$ cat config.mk
export PLATFORM = sky130hd
export DESIGN_NAME = div_mae_monitor
export DESIGN_NICKNAME = d
export VERILOG_FILES = /design/src/rtl/div_mae_monitor.sv
export SDC_FILE = /design/constraint.sdc
export NUM_CORES = 1
export LEC_CHECK = 0
export ABC_AREA = 1
export CORE_AREA = 5 5 205 207
export CTS_BUF_LIST = sky130_fd_sc_hd__clkbuf_16
export CTS_CLUSTER_DIAMETER = 80
export CTS_CLUSTER_SIZE = 10
export DETAILED_ROUTE_END_ITERATION = 8
export DIE_AREA = 0 0 210 212
export DONT_BUFFER_PORTS = 1
export HOLD_SLACK_MARGIN = 0.12
export PLACE_DENSITY = 0.47
export SYNTH_ARGS = -nofsm -noshare
export SYNTH_HDL_FRONTEND = slang
export SYNTH_SLANG_ARGS = --single-unit
$ cat constraint.sdc
create_clock -name clk -period 12.7 [get_ports clk]
set_input_delay 2.54 -clock clk [delete_from_list [all_inputs] [get_ports clk]]
set_output_delay 2.54 -clock clk [all_outputs]
set_load 0.02 [all_outputs]
$ cat src/rtl/div_mae_monitor.sv
// Error monitor for the 16/8 array divider: recomputes the exact quotient/remainder
// with an 8-step restoring divider and accumulates MAE statistics. Optional macro: DIV_MAE_REM_EN.
module div_mae_monitor #(
    parameter int SUM_W = 32,
    parameter int CNT_W = 24
) (
    input  logic             clk,
    input  logic             rst,
    input  logic             in_valid,
    output logic             in_ready,
    input  logic [15:0]      n,
    input  logic [7:0]       d,
    input  logic [7:0]       q_apx,
    input  logic [7:0]       r_apx,
    input  logic             clr,
    output logic             out_valid,
    output logic [7:0]       last_q_err,
    output logic [CNT_W-1:0] sample_cnt,
    output logic [CNT_W-1:0] skip_cnt,
    output logic [CNT_W-1:0] err_cnt,
    output logic [SUM_W-1:0] q_abs_sum,
    output logic [7:0]       q_max_err,
    output logic [SUM_W-1:0] r_abs_sum,
    output logic [1:0]       state_dbg
);

    // Handshake: a sample transfers on a rising edge where in_valid & in_ready are both high;
    // in_ready depends only on the FSM state, clr and rst, never on in_valid.

    localparam logic [1:0] IDLE = 2'd0;
    localparam logic [1:0] DIV  = 2'd1;
    localparam logic [1:0] UPD  = 2'd2;

    logic [1:0] state;
    logic [2:0] step;
    logic [7:0] d_r;
    logic [7:0] lo_r;
    logic [7:0] qa_r;
    logic [7:0] part_r;
    logic [7:0] quo_r;

    logic             accept;
    logic             out_domain;
    logic [8:0]       shifted;
    logic [8:0]       diff9;
    logic             ge;
    logic [7:0]       part_next;
    logic [7:0]       eq;
    logic [SUM_W:0]   q_sum_wide;
    logic             rem_mis;
    logic             unused_bits;

    assign in_ready   = (state == IDLE) & ~clr & ~rst;
    assign accept     = in_valid & in_ready;
    assign out_domain = (d == 8'd0) || (n[15:8] >= d);
    assign state_dbg  = state;

    // Partial remainder is always < d before the shift, so 9 bits hold the shifted value.
    assign shifted   = {part_r, lo_r[7]};
    assign diff9     = shifted - {1'b0, d_r};
    assign ge        = (shifted >= {1'b0, d_r});
    assign part_next = ge ? diff9[7:0] : shifted[7:0];

    assign eq         = (quo_r >= qa_r) ? (quo_r - qa_r) : (qa_r - quo_r);
    assign q_sum_wide = {1'b0, q_abs_sum} + (SUM_W + 1)'(eq);

    function automatic logic [CNT_W-1:0] sat_inc(input logic [CNT_W-1:0] c);
        return (&c) ? c : c + 1'b1;
    endfunction

`ifdef DIV_MAE_REM_EN
    logic [7:0]     ra_r;
    logic [7:0]     er;
    logic [SUM_W:0] r_sum_wide;

    assign er          = (part_r >= ra_r) ? (part_r - ra_r) : (ra_r - part_r);
    assign r_sum_wide  = {1'b0, r_abs_sum} + (SUM_W + 1)'(er);
    assign rem_mis     = (part_r != ra_r);
    assign unused_bits = diff9[8];
`else
    assign r_abs_sum   = '0;
    assign rem_mis     = 1'b0;
    assign unused_bits = ^{diff9[8], r_apx};
`endif

    always_ff @(posedge clk or posedge rst) begin
        if (rst) begin
            state      <= IDLE;
            step       <= '0;
            d_r        <= '0;
            lo_r       <= '0;
            qa_r       <= '0;
            part_r     <= '0;
            quo_r      <= '0;
            out_valid  <= 1'b0;
            last_q_err <= '0;
            sample_cnt <= '0;
            skip_cnt   <= '0;
            err_cnt    <= '0;
            q_abs_sum  <= '0;
            q_max_err  <= '0;
`ifdef DIV_MAE_REM_EN
            ra_r       <= '0;
            r_abs_sum  <= '0;
`endif
        end else if (clr) begin
            state      <= IDLE;
            step       <= '0;
            out_valid  <= 1'b0;
            last_q_err <= '0;
            sample_cnt <= '0;
            skip_cnt   <= '0;
            err_cnt    <= '0;
            q_abs_sum  <= '0;
            q_max_err  <= '0;
`ifdef DIV_MAE_REM_EN
            r_abs_sum  <= '0;
`endif
        end else begin
            out_valid <= 1'b0;
            case (state)
                IDLE: begin
                    if (accept) begin
                        if (out_domain) begin
                            skip_cnt <= sat_inc(skip_cnt);
                        end else begin
                            d_r    <= d;
                            lo_r   <= n[7:0];
                            part_r <= n[15:8];
                            qa_r   <= q_apx;
                            quo_r  <= '0;
                            step   <= '0;
                            state  <= DIV;
`ifdef DIV_MAE_REM_EN
                            ra_r   <= r_apx;
`endif
                        end
                    end
                end
                DIV: begin
                    part_r <= part_next;
                    lo_r   <= {lo_r[6:0], 1'b0};
                    quo_r  <= {quo_r[6:0], ge};
                    step   <= step + 3'd1;
                    if (step == 3'd7) state <= UPD;
                end
                UPD: begin
                    last_q_err <= eq;
                    q_abs_sum  <= q_sum_wide[SUM_W] ? '1 : q_sum_wide[SUM_W-1:0];
                    if (eq > q_max_err) q_max_err <= eq;
                    sample_cnt <= sat_inc(sample_cnt);
                    if ((quo_r != qa_r) || rem_mis) err_cnt <= sat_inc(err_cnt);
`ifdef DIV_MAE_REM_EN
                    r_abs_sum  <= r_sum_wide[SUM_W] ? '1 : r_sum_wide[SUM_W-1:0];
`endif
                    out_valid  <= 1'b1;
                    state      <= IDLE;
                end
                default: state <= IDLE;
            endcase
        end
    end

endmodule

* Yosys cells after proc, flatten, opt, wreduce, memory -nomap -nowiden
Index checks and enable logic that the tools add are counted.
** Word-level totals
- Register bits after elaboration :: 166
- Output and inout port bits :: 156
- Bits of input ports :: 44
- Logic and storage cells :: 108
- ROM bits :: 0
- RAM bits :: 0
- Bits in latches :: 0
- Memories :: 0
** Cells by class
- Shift operators :: 0
- Reduce and logical (&&, ||, !) cells :: 22
- Bitwise gates (word level) :: 6
- Order comparisons :: 4
- Eq/ne operators :: 12
- Multiplexer cells :: 42
- $add $sub $neg :: 8
- Div/mod/pow operators :: 0
- Multiply operators :: 0
** Operators by type and width (count)
- $mux 24 :: 12
- $mux 8 :: 13
- $mux 32 :: 3
- $add 24x1->24 const B :: 3
- $reduce_and 24->1 :: 3
- $pmux 8 s2 :: 3
- $add 32x8->33 :: 1
- $sub 8x8->8 :: 3
- $ge 8x8->1 :: 2
- $reduce_bool 2->1 :: 7
- $reduce_and 4->1 :: 3
- $ne 2x2->1 const B :: 5
- $ge 9x8->1 :: 1
- $mux 3 :: 3
- $ne 3x3->1 const B :: 3
- $reduce_and 3->1 :: 3
- $gt 8x8->1 :: 1
- $logic_not 8->1 :: 1
- $mux 2 :: 4
- $ne 8x8->1 :: 1
- $pmux 3 s2 :: 1
- $pmux 2 s2 :: 1
- $reduce_and 2->1 :: 2
- $add 3x1->3 const B :: 1
- 9 further kinds :: 14

* Logic depth before layout (Yosys ltp)
- Depth after elaboration :: 7
- Gate-level depth with buffers :: 25
- Depth with buffers taken out :: 24

* Least setup slack after synthesis
Ideal clock, no wire load.
- Kind :: in2out
- Start :: input clr
- End :: output in_ready
- Required time :: 10.160 ns
- Setup slack :: 7.063 ns
- Path buffers :: 1
- Stages :: 4
- Arrival :: 3.097 ns
- Path through :: buf_6 > inv_2 > nand2_1 > nor2_1
** On the way
- Longest elaborated chain between the ends :: 3
** RTL lines
- from (decl) :: line 15 : input logic clr,
- $not 1->1 (no line)
- $and 1x1->1 (2 in a row) :: line 53 : assign in_ready = (state == IDLE) & ~clr & ~rst;
- to (decl) :: line 10 : output logic in_ready,
No other way between the ends.

* Final worst setup path
Ends and elaborated chain as after synthesis.

==> results by group <==
Outcome
  • Status: finished clean

Critical path
  • Worst Setup End Kind: primary output
  • CP peak stage delay: 0.32 ns
  • Worst Path Max Fanout: 52
  • CP top delay family: simple AND/OR/NAND/NOR gates
  • R2r setup slk: 8.29 ns
  • Crit-path slowest cell: nor2_1
  • CP required: 10.16 ns
  • FF-to-FF Start: quo_r[0]$_DFFE_PP0P_
  • Crit-path cells: inv_2 -> nand2_1 -> nor2_1
  • Arr. time, crit path: 3.04 ns
  • Crit path capture: in_ready
  • Worst Setup SP: clr
  • Crit path buf inv count: 1
  • Reg-to-Reg End: q_abs_sum[18]$_DFFE_PP0P_
  • Launching element type of the critical path: input pin
  • Setup CP Type: input pin to primary output
  • WP depth: 3
  • Worst r2r path cells: 18

Yosys
  • Largest cells by area after synthesis: dfrtp_1 (35%), nand2_1 (21%), nand3_1 (6.5%), inv_1 (6.4%), ha_1 (5.5%)
  • Post-Syn Area: 11800 um2
  • Post-synthesis async set-or-reset flop share: 1.00
  • Mean Syn Cell Area: 6.72 um2
  • Most frequent cell after synthesis: nand2_1
  • Top-area cell type share of the netlist area: 0.351
  • Post-synth cell types: 48
  • Top_reg_cell synth: dfrtp_1
  • Largest area contributor in the netlist: dfrtp_1
  • Sequential area share after synthesis: 0.351
  • Synth warnings: 0
  • #FFs+latches synth: 166
  • Commonest cells post-synth: nand2_1 (653), inv_1 (202), dfrtp_1 (166), nand3_1 (153), nor2_1 (151)
  • Post-synth EDFFs: 0
  • Post-synthesis cell count: 1761

Power
  • Max VDD drop: 0.000101 V
  • NetSw: 0.721 mW
  • Cell Int Power: 1.09 mW
  • Clock network power share: 0.307
  • Comb pwr share: 0.357
  • Power per standard cell area: 141 nW/um2
  • Static Leak: 6.23 nW
  • Sequential share of power: 0.336
  • Sw Share: 0.398

Global routing
  • Vias in the first global route: 10400
  • Grt total ovfl: 0
  • First-pass GRT wire length: 56900 um
  • Gr usage total: 0.162
  • Largest net degree at the start of global routing: 80
  • Initial antenna violation count: 0

Drt
  • Vias: 10700
  • Post-Route WL: 35600 um
  • ANT nets after route: 0
  • 1st-iter DRT viols: 699
  • DRC Markers: 0
  • Avg WL per Cell: 15.6 um
  • TritonRoute pass-1 iters: 7
  • Drt via density: 4.67

STA
  • Maximum clock rate: 0.179 GHz
  • Final Critical Period: 5.58 ns
  • Slew @ Worst Pin: 0.961 ns
  • RSZ-0062 raised after global routing: false
  • Setup_tns: 0 ns
  • Worst Skew: 0.0221 ns
  • Crit share post-route: 0.439
  • Fin. Hold Viols: 0
  • Setup violators final: 0
  • Max_slew headroom: 0.358
  • Final Max Slew Viols: 0

Finish
  • Layout cell share with drive strength beyond 1: 0.0427
  • Post-Layout Inst Area: 12800 um2
  • # nets final: 1844
  • Area delta synth->final: 8.46%
  • Ant. Diodes: 0

Min path
  • Worst hold path type: flip-flop to flip-flop
  • Hold Path Origin: lo_r[2]$_DFFE_PP0P_

Clock tree
  • Cts repair resizes: 0
  • CTS tree: built
  • CTS max path bufs: 2
  • H-tree levels: 4
  • CTS Buf Count: 17
  • Clock root buffer: clkbuf_16
  • Clock latency on the worst-skew pair: 0.49 ns
  • Clk slew on worst S/H paths: 0.07 ns
  • Clk sink count: 166
  • # Post-CTS Setup Buffers: 0
  • Cts hold-fix bufs: 0

Floorplan
  • Die width: 210 um
  • Initial Utilization: 0.295
  • IO Count: 200
  • Num rows: 74
  • Die area: 44500 um2
  • Std-Cell Core Area: 40200 um2
  • Die height: 212 um

Place
  • HPWL after DPL: 26700 um
  • Routability Congestion: 0.847
  • Cell Area, Placed: 12200 um2
  • Port Buffers: 0

Flow run
  • Max cap viols: 0
==> worst min-delay path, cell delays in order (launching register included) <==
cell	delay, ns
dfrtp_1	0.35
nand2_1	0.05
nand2_1	0.05
==> state kept, by name (all words and copies together), names as in the netlist, 3 cells and up <==
signal      cells
d_r             8
err_cnt        24
last_q_err      8
lo_r            8
part_r          8
q_abs_sum      32
q_max_err       8
qa_r            8
quo_r           8
sample_cnt     24
skip_cnt       24
step            3
==> cell type report <==
class,instances,area [um2]
clock buffer,17,425
clock inverter,15,179
fill,4442,27300
inverter,212,802
multi-input combinational,1341,6570
sequential,166,4150
tap,532,666
timing repair buffer,6,45.0
==> metal layers <==
layer	vias to the layer above	track usage	share of wire
li1	5463	-	-
met2	228	0.266	0.47
met4	0	0.0520	0.021
met3	40	0.0621	0.072
met5	-	0	0
met1	4949	0.197	0.44
==> cells by family after synthesis <==
group	count (synthesis)	share of synthesized area
buffers and inverters	285	0.105
adders and majority gates	56	0.0617
other	1	0.000317
xor gates and xnor gates	58	0.0429
and+or+nand+nor	1058	0.376
DFF	166	0.351
AOI/OAI and AO/OA	137	0.0640
==> worst min path at each step <==
| stage | endpoint | slack (ns) | cells after the start |
|---|---|---|---|
| floorplan | lo_r[7]$_DFFE_PP0P_ | 0.44 | 2 |
| global placement | lo_r[1]$_DFFE_PP0P_ | 0.46 | 2 |
| detailed placement | lo_r[7]$_DFFE_PP0P_ | 0.46 | 2 |
| CTS | lo_r[2]$_DFFE_PP0P_ | 0.48 | 2 |
| global route | lo_r[2]$_DFFE_PP0P_ | 0.51 | 2 |
| finish | lo_r[2]$_DFFE_PP0P_ | 0.48 | 2 |
==> cells in the final DEF, fill, tap and decap left out, types with 10 or more instances in the layout <==
master,n
conb_1,32
a21oi_1,29
nand3_1,153
xnor2_1,15
dfrtp_1,166
xor2_1,43
inv_6,10
ha_1,52
nand4_1,19
clkbuf_16,17
nor3_1,40
o21ai_1,13
nand2_1,653
nor2_1,149
o21ai_0,66
inv_1,201
nand3b_1,10
==> power groups by stage <==
stage	sequential, mW	clock (mW)	combinational, mW
2_1_floorplan	0.607	0	0.520
3_3_place_gp	0.617	0	0.641
3_5_place_dp	0.619	0	0.650
4_1_cts	0.609	0.582	0.652
5_1_grt	0.615	0.602	0.761
6_report	0.608	0.557	0.646
==> per-stage QoR <==
| stage | hold WS [ns] | utilization | setup slack [ns] | total power [mW] | cells |
|---|---|---|---|---|---|
| finish | 0.479 | 0.319 | 7.12 | 1.81 | 2289 |
| global route | 0.506 | 0.319 | 7.09 | 1.98 | 2289 |
| CTS | 0.482 | 0.319 | 7.14 | 1.84 | 2289 |
| detailed placement | 0.463 | 0.304 | 7.14 | 1.27 | 2257 |
| global placement | 0.456 | 0.304 | 7.14 | 1.26 | 2257 |
| floorplan | 0.442 | - | 5.67 | 1.13 | 1792 |
(Power assumes the default switching activity.)
